## src/rtl/div_seq.sv

```systemverilog
// div_seq -- multi-cycle restoring divider for MIPS DIV / DIVU.
//
// Produces one quotient bit per clock. Signed operands are divided as
// magnitudes, and the signs are applied in a final FIX cycle.
// Quotient maps to LO and remainder maps to HI.
//
// Ports:
//   clk          system clock, rising edge
//   rst          asynchronous, active-high reset
//   start        request; sampled only while idle
//   signed_op    1 = DIV (two's complement), 0 = DIVU; sampled with start
//   dividend     numerator; sampled with start
//   divisor      denominator; sampled with start
//   busy         high while an operation is in progress
//   done         one-cycle pulse; results valid
//   quotient     registered quotient (LO)
//   remainder    registered remainder (HI)
//   div_by_zero  registered; set when the last op had divisor == 0
//
// Optional feature macro: DIV_ZERO_FAST_EN
//   When defined, a zero divisor is detected at the start edge and the CALC
//   phase is skipped, so done follows start after 2 cycles instead of
//   WIDTH+2. Result values are the same in both builds.

module div_seq #(
    parameter int WIDTH = 32
) (
    input  logic             clk,
    input  logic             rst,
    input  logic             start,
    input  logic             signed_op,
    input  logic [WIDTH-1:0] dividend,
    input  logic [WIDTH-1:0] divisor,
    output logic             busy,
    output logic             done,
    output logic [WIDTH-1:0] quotient,
    output logic [WIDTH-1:0] remainder,
    output logic             div_by_zero
);

    localparam int CW = $clog2(WIDTH);

    localparam logic [1:0] S_IDLE = 2'd0;
    localparam logic [1:0] S_CALC = 2'd1;
    localparam logic [1:0] S_FIX  = 2'd2;

    logic [1:0]       state_q, state_d;
    logic [CW-1:0]    cnt_q, cnt_d;
    // Holds the dividend magnitude. It shifts left every step and collects
    // quotient bits in its LSB.
    logic [WIDTH-1:0] dvd_q, dvd_d;
    logic [WIDTH-1:0] dvs_q, dvs_d;
    logic [WIDTH:0]   rem_q, rem_d;
    logic             q_neg_q, q_neg_d;
    logic             r_neg_q, r_neg_d;
    logic             dz_q, dz_d;
    logic [WIDTH-1:0] quo_q, quo_d;
    logic [WIDTH-1:0] remo_q, remo_d;
    logic             dbz_q, dbz_d;
    logic             done_q, done_d;

    logic             dvd_neg, dvs_neg;
    logic [WIDTH-1:0] dvd_mag, dvs_mag;
    logic [WIDTH:0]   rem_sh, rem_sub;

    always_comb begin
        state_d = state_q;
        cnt_d   = cnt_q;
        dvd_d   = dvd_q;
        dvs_d   = dvs_q;
        rem_d   = rem_q;
        q_neg_d = q_neg_q;
        r_neg_d = r_neg_q;
        dz_d    = dz_q;
        quo_d   = quo_q;
        remo_d  = remo_q;
        dbz_d   = dbz_q;
        done_d  = 1'b0;

        dvd_neg = signed_op & dividend[WIDTH-1];
        dvs_neg = signed_op & divisor[WIDTH-1];
        dvd_mag = dvd_neg ? -dividend : dividend;
        dvs_mag = dvs_neg ? -divisor : divisor;

        rem_sh  = {rem_q[WIDTH-1:0], dvd_q[WIDTH-1]};
        rem_sub = rem_sh - {1'b0, dvs_q};

        case (state_q)
            S_IDLE: begin
                if (start) begin
                    dvd_d   = dvd_mag;
                    dvs_d   = dvs_mag;
                    q_neg_d = dvd_neg ^ dvs_neg;
                    r_neg_d = dvd_neg;
                    dz_d    = (divisor == '0);
                    cnt_d   = '0;
                    rem_d   = '0;
                    state_d = S_CALC;
`ifdef DIV_ZERO_FAST_EN
                    // Preload the partial remainder with the magnitude, which
                    // is what a full run against a zero divisor leaves behind.
                    // FIX then sign-restores the raw dividend the same way.
                    if (divisor == '0) begin
                        rem_d   = {1'b0, dvd_mag};
                        state_d = S_FIX;
                    end
`endif
                end
            end

            S_CALC: begin
                if (rem_sh >= {1'b0, dvs_q}) begin
                    rem_d = rem_sub;
                    dvd_d = {dvd_q[WIDTH-2:0], 1'b1};
                end else begin
                    rem_d = rem_sh;
                    dvd_d = {dvd_q[WIDTH-2:0], 1'b0};
                end
                if (cnt_q == CW'(WIDTH - 1)) begin
                    cnt_d   = '0;
                    state_d = S_FIX;
                end else begin
                    cnt_d = cnt_q + 1'b1;
                end
            end

            S_FIX: begin
                quo_d   = dz_q ? '1 : (q_neg_q ? -dvd_q : dvd_q);
                // With a zero divisor, rem_q holds the dividend magnitude.
                // Applying r_neg therefore returns the raw dividend.
                remo_d  = r_neg_q ? -rem_q[WIDTH-1:0] : rem_q[WIDTH-1:0];
                dbz_d   = dz_q;
                done_d  = 1'b1;
                state_d = S_IDLE;
            end

            default: begin
                state_d = S_IDLE;
                cnt_d   = '0;
            end
        endcase
    end

    always_ff @(posedge clk or posedge rst) begin
        if (rst) begin
            state_q <= S_IDLE;
            cnt_q   <= '0;
            dvd_q   <= '0;
            dvs_q   <= '0;
            rem_q   <= '0;
            q_neg_q <= 1'b0;
            r_neg_q <= 1'b0;
            dz_q    <= 1'b0;
            quo_q   <= '0;
            remo_q  <= '0;
            dbz_q   <= 1'b0;
            done_q  <= 1'b0;
        end else begin
            state_q <= state_d;
            cnt_q   <= cnt_d;
            dvd_q   <= dvd_d;
            dvs_q   <= dvs_d;
            rem_q   <= rem_d;
            q_neg_q <= q_neg_d;
            r_neg_q <= r_neg_d;
            dz_q    <= dz_d;
            quo_q   <= quo_d;
            remo_q  <= remo_d;
            dbz_q   <= dbz_d;
            done_q  <= done_d;
        end
    end

    assign busy        = (state_q != S_IDLE);
    assign done        = done_q;
    assign quotient    = quo_q;
    assign remainder   = remo_q;
    assign div_by_zero = dbz_q;

endmodule

```

## config.mk

```make
export PLATFORM = sky130hd
export DESIGN_NAME = div_seq
export DESIGN_NICKNAME = d
export VERILOG_FILES = /design/src/rtl/div_seq.sv
export SDC_FILE = /design/constraint.sdc
export NUM_CORES = 1
export LEC_CHECK = 0
export BUFFER_PORTS_ARGS = -buffer_cell sky130_fd_sc_hd__buf_4
export CORE_MARGIN = 1.5
export CORE_UTILIZATION = 30
export DETAILED_ROUTE_END_ITERATION = 8
export PLACE_DENSITY = 0.47
export SYNTH_ARGS = -nofsm -noshare
export SYNTH_HDL_FRONTEND = slang
export SYNTH_SLANG_ARGS = --single-unit
```

## constraint.sdc

```tcl
create_clock -name clk -period 5.3 [get_ports clk]
set_input_delay 1.06 -clock clk [delete_from_list [all_inputs] [get_ports clk]]
set_output_delay 1.06 -clock clk [all_outputs]
set_load 0.02 [all_outputs]
```

Word-level counts from Yosys, hierarchy flattened
Cells that the tools add are included.
{"block": "totals", "regBits": 172, "output_inout_bits": 67, "mem_count": 0, "elab_cells": 54, "mem_bits_ro": 0, "mem_bits_rw": 0, "latchBits": 0}
{"block": "classes", "muxes": 18, "eq_ne": 5, "n_addsub": 6, "div": 0, "n_reduce_logical": 8, "bitwise_logic": 4, "n_shift": 0, "mul": 0, "n_lt_le_gt_ge": 1}
{"operator": "$mux W32", "n": 8}
{"operator": "$neg A32 Y32", "n": 4}
{"operator": "$pmux W32 S2", "n": 2}
{"operator": "$ge A33 B32 Y1", "n": 1}
{"operator": "$logic_not A32 Y1", "n": 1}
{"operator": "$sub A32 B32 Y32", "n": 1}
{"operator": "$pmux W5 S3", "n": 1}
{"operator": "$mux W5", "n": 2}
{"operator": "$reduce_and A2 Y1", "n": 4}
{"operator": "$add A5 B1 Y5 const B", "n": 1}
{"operator": "$eq A5 B5 Y1 const B", "n": 1}
{"operator": "$mux W2", "n": 2}
{"operator": "$ne A2 B2 Y1 const B", "n": 2}
{"operator": "$pmux W2 S2", "n": 1}
{"operator": "$reduce_bool A2 Y1", "n": 2}
{"operator": "$and A1 B1 Y1", "n": 2}
{"operator": "$eq A2 B1 Y1 const B", "n": 1}
{"operator": "$eq A2 B2 Y1 const B", "n": 1}
{"operator": "$logic_not A2 Y1", "n": 1}
{"operator": "$mux W1", "n": 2}
{"operator": "$not A1 Y1", "n": 1}
{"operator": "$xor A1 B1 Y1", "n": 1}

Longest topological paths before layout
{"block": "depth", "word_depth": 4, "depth_mapped": 13}

Worst setup path before layout
OpenSTA, ideal clock, no wires.
{"block": "synth_path", "kind": "input port to flip-flop", "from": "in dividend[0]", "to": "reg dvd_q[30]", "t_required_ns": 5.167, "slack_ns": 2.268, "setup_time_ns": 0.133, "t_arrival_ns": 2.899, "cell_stages": 10, "cell_sequence": "inv_1 -> ha_1 -> or3b_2 -> nor4b_2 -> and3_1 -> a21oi_1 -> a21oi_2 -> o21ai_0 -> xnor2_1 -> o21ai_0"}
{"block": "synth_between", "elab_chain_cells": 4}
{"element": "from (decl)", "line_no": "32", "text": "input logic [WIDTH-1:0] dividend,"}
{"element": "$neg A32 Y32", "line_no": "82", "text": "dvd_mag = dvd_neg ? -dividend : dividend;"}
{"element": "$mux W32", "line_no": "82"}
{"element": "$mux W32", "line_no": "90", "text": "if (start) begin"}
{"element": "$pmux W32 S2", "line_no": "88", "text": "case (state_q)"}
{"element": "to (signal assigned)", "line_no": "161", "text": "dvd_q <= dvd_d;"}
{"element": "to (decl)", "line_no": "51", "text": "logic [WIDTH-1:0] dvd_q, dvd_d;"}
No other way between the ends. The select of a mux whose other input is x is not followed.
A chain may end at the register's enable or synchronous reset.

Worst setup path after layout
{"block": "layout_path", "from": "reg rem_q[26]", "to": "reg rem_q[2]"}
{"block": "layout_between", "elab_chain_cells": 3}
{"element": "from (decl)", "line_no": "53", "text": "logic [WIDTH:0] rem_q, rem_d;"}
{"element": "from (signal assigned)", "line_no": "163", "text": "rem_q <= rem_d;"}
{"element": "$ge A33 B32 Y1", "line_no": "112", "text": "if (rem_sh >= {1'b0, dvs_q}) begin"}
{"element": "$mux W32", "line_no": "112"}
{"element": "$pmux W32 S2", "line_no": "88"}
No other way between the ends.

==> results.md <==
- Comb pwr share: 58.7%
- Sw frac: 48.83%
- GRT Residual Overflow: 0
- Routed WL: 34680 um
- Achievable Freq: 269.0 MHz
- Period utilization: 70.13%
- NetSw: 4.403 mW
- FFs w/ async S/R, synth: 100.0%
- Min-delay worst type: reg -> reg
- CP startpoint kind: register
- Total power: 9.018 mW
- CP endpoint kind: register
- Clock power share: 13.8%
- Mapped Cells: 1368
- Sequential share of the synthesized area: 36.99%
- CTS Hold Bufs: 0
- Clk buf depth: 2
- Skew-Pair Late Insertion Delay: 440 ps
- Worst Path Class, Setup: reg -> reg
- Crit path arrival time: 3990 ps
- Slew @ Worst Pin: 1203 ps
- Nets: 1561
- Setup bufs post-CTS: 0
- Vias per cell: 5.068
- Num CTS Buffers: 17
- Maximum VDD drop: 0.0002503 V
- Slowest-stage cell, CP: or2_1
- RSZ-0062 raised after global routing: no
- Fillers: 3983
- Vias in the first global route: 9536
- Synth Net Count: 1475
- Yosys warns: 0
- Total of max-cap violations: 0
- Final-report setup violation count: 0
- Initial Utilization: 30.68%
- TritonCTS clock tree: built
- Fin util: 35.94%
- Antenna violations before repair: 0
- Post-synth EDFFs: 0
- Crit Path Max Fanout: 35
- Vias: 10030
- Sequential share of power: 27.5%
- #FFs+latches synth: 172
- CTS sink count: 172
- Tot GR Track Use: 17.89%
- Internal: 4.615 mW
- Slew Limit Headroom: 17.73%
- Clock Skew: 12.68 ps
- Worst Hold Launch: dvs_q[27]$_DFFE_PP0P_
- Largest net degree at the start of global routing: 108
- Crit path largest cell delay: 800 ps
- Syn Area/Cell: 8.507 um2
- Die W: 200.0 um
- Final instance area: 13630 um2
- H-tree levels: 4
- Clock Tree Root: clkbuf_16
- Synthesized cell area: 11640 um2
- First-pass iteration count of the detailed router: 5
- Fin. Hold Viols: 0
- RD Place Congestion: 0.8787
- Area delta synth->final: 17.16%
- Tmin final: 3717 ps
- Share of cells above drive strength 1: 15.41%
- Leakage: 5.859 nW
- Status: completed
- Ys flop type: dfrtp_1
- Worst EP required: 5570 ps
- Max-slew violations: 0
- Clk slew on worst S/H paths: 70 ps
- Core ar.: 37930 um2
- Drt drc: 0
- Routed Antenna Nets: 0
- RR Startpoint: rem_q[26]$_DFFE_PP0P_
- Pwr Density: 661.4 nW/um2
- HPWL Detailed: 26050 um
- Synth unique cells: 88
- Setup TNS: 0 ps
- DRT iter0 DRCs: 570
- Io pins: 135
- WL/cell: 17.53 um
- CP cell instances: ha_1, nand3_2, or3b_4, nor4b_2, nand3_1, a21oi_4, buf_4, or2_1, o311ai_0
- Die Y: 200.0 um
- Cts repair resizes: 0
- Buffers added on ports: 134
- Ant diodes: 0
- Die Area: 39980 um2
- Area post-placement: 13060 um2
- Setup crit start: rem_q[26]$_DFFE_PP0P_
- First-pass GRT wire length: 55440 um
- Tightest hold margin: 480.1 ps
- Row cnt: 71
[routing by layer]
layer / part of all wire (%) / vias up / track usage, %
met5: 0 / - / 0
met4: 1.3 / 0 / 4.428
met3: 3.7 / 24 / 2.604
met2: 41 / 205 / 25.05
met1: 54 / 4743 / 28.20
li1: - / 5053 / -
[cells in the mapped netlist, drive strengths merged (21+ instances only)]
library cell	n	area, um2
a21oi	82	429.2
a22oi	29	217.7
buf	22	130.1
clkbuf	58	237.7
dfrtp	172	4304
ha	38	475.5
inv	54	202.7
nand2	199	749.5
nor2	89	350.3
nor3	32	165.2
o211ai	21	157.7
o21ai	165	837.1
o31ai	27	207.7
xnor2	63	551.8
xor2	79	691.9
[layout make-up]
cell class | instances | area, um2 | share of cell area (%)
well taps | 511 | 639.4 | 4.689
clock buffers | 19 | 442.9 | 3.249
flip-flops and latches | 172 | 4304 | 31.57
inverters | 55 | 210.2 | 1.542
repair buffers | 147 | 1116 | 8.186
clock inverters | 13 | 130.1 | 0.9544
multi-input cells | 1061 | 6792 | 49.81
[logic make-up (layout without fill, tap and decap cells)]
kind of cell | after synthesis | after routing | share of synthesized area (%)
adder cells (fa/ha/maj) | 39 | 39 | 4.258
flip-flops | 172 | 172 | 36.99
AND/OR/NAND/NOR | 455 | 455 | 19.61
multiplexers | 2 | 2 | 0.1720
buffers and inverters | 135 | 234 | 4.935
XOR/XNOR | 142 | 142 | 10.69
AO/OA/AOI/OAI | 423 | 423 | 23.35
[metrics by stage]
step                      worst slack, ps  instances
after CTS                            1586       1978
after floorplan                      2043       1368
after detailed placement             1614       1946
after global placement               1645       1946
final                                1583       1978
after global routing                 1225       1978
[critical path, delay by kind of cell (launching register included)]
kind	cells	cell delay, ps
compound gates	2	410
simple gates	5	1800
flops	1	470
fa+ha+maj	1	490
buf+inv	1	360
[final timing paths]
check                      slack [ps]                   endpoint  cells after the start
setup reg to reg                 1580       rem_q[2]$_DFFE_PP0P_                      9
max in group asynchronous        3760  remainder[22]$_DFFE_PP0P_                      3
hold / removal                    480      dvs_q[27]$_DFFE_PP0P_                      2
hold reg to reg                   480      dvs_q[27]$_DFFE_PP0P_                      2
setup / recovery                 1580       rem_q[2]$_DFFE_PP0P_                      9
min in group asynchronous         770    quotient[6]$_DFFE_PP0P_                      3
[power by group through the flow]
stage | clock (mW) | combinational [mW] | sequential (mW)
3_3_place_gp | 0 | 5.28 | 2.47
4_1_cts | 1.28 | 5.29 | 2.47
5_1_grt | 1.34 | 5.94 | 2.57
6_report | 1.24 | 5.29 | 2.48
3_5_place_dp | 0 | 5.26 | 2.50
2_1_floorplan | 0 | 3.93 | 2.35
[sequential cells by signal, indices dropped and copies added (netlist names)]
name and flops:
dvs_q 32, div_by_zero 1, dvd_q 32, remainder 32, rem_q 32, state_q 2
q_neg_q 1, dz_q 1, cnt_q 5, done 1, quotient 32, r_neg_q 1
[cells in the final DEF, fill, tap and decap left out, drive strengths merged, types with 19 or more instances in the layout]
cell,count
nor3,32
a22oi,29
a21oi,82
dfrtp,172
nand2,199
o211ai,21
ha,38
o21ai,165
buf,147
inv,58
xnor2,63
nor2,89
clkbuf,19
o31ai,27
xor2,79
Power figures use the tool's default switching activity.
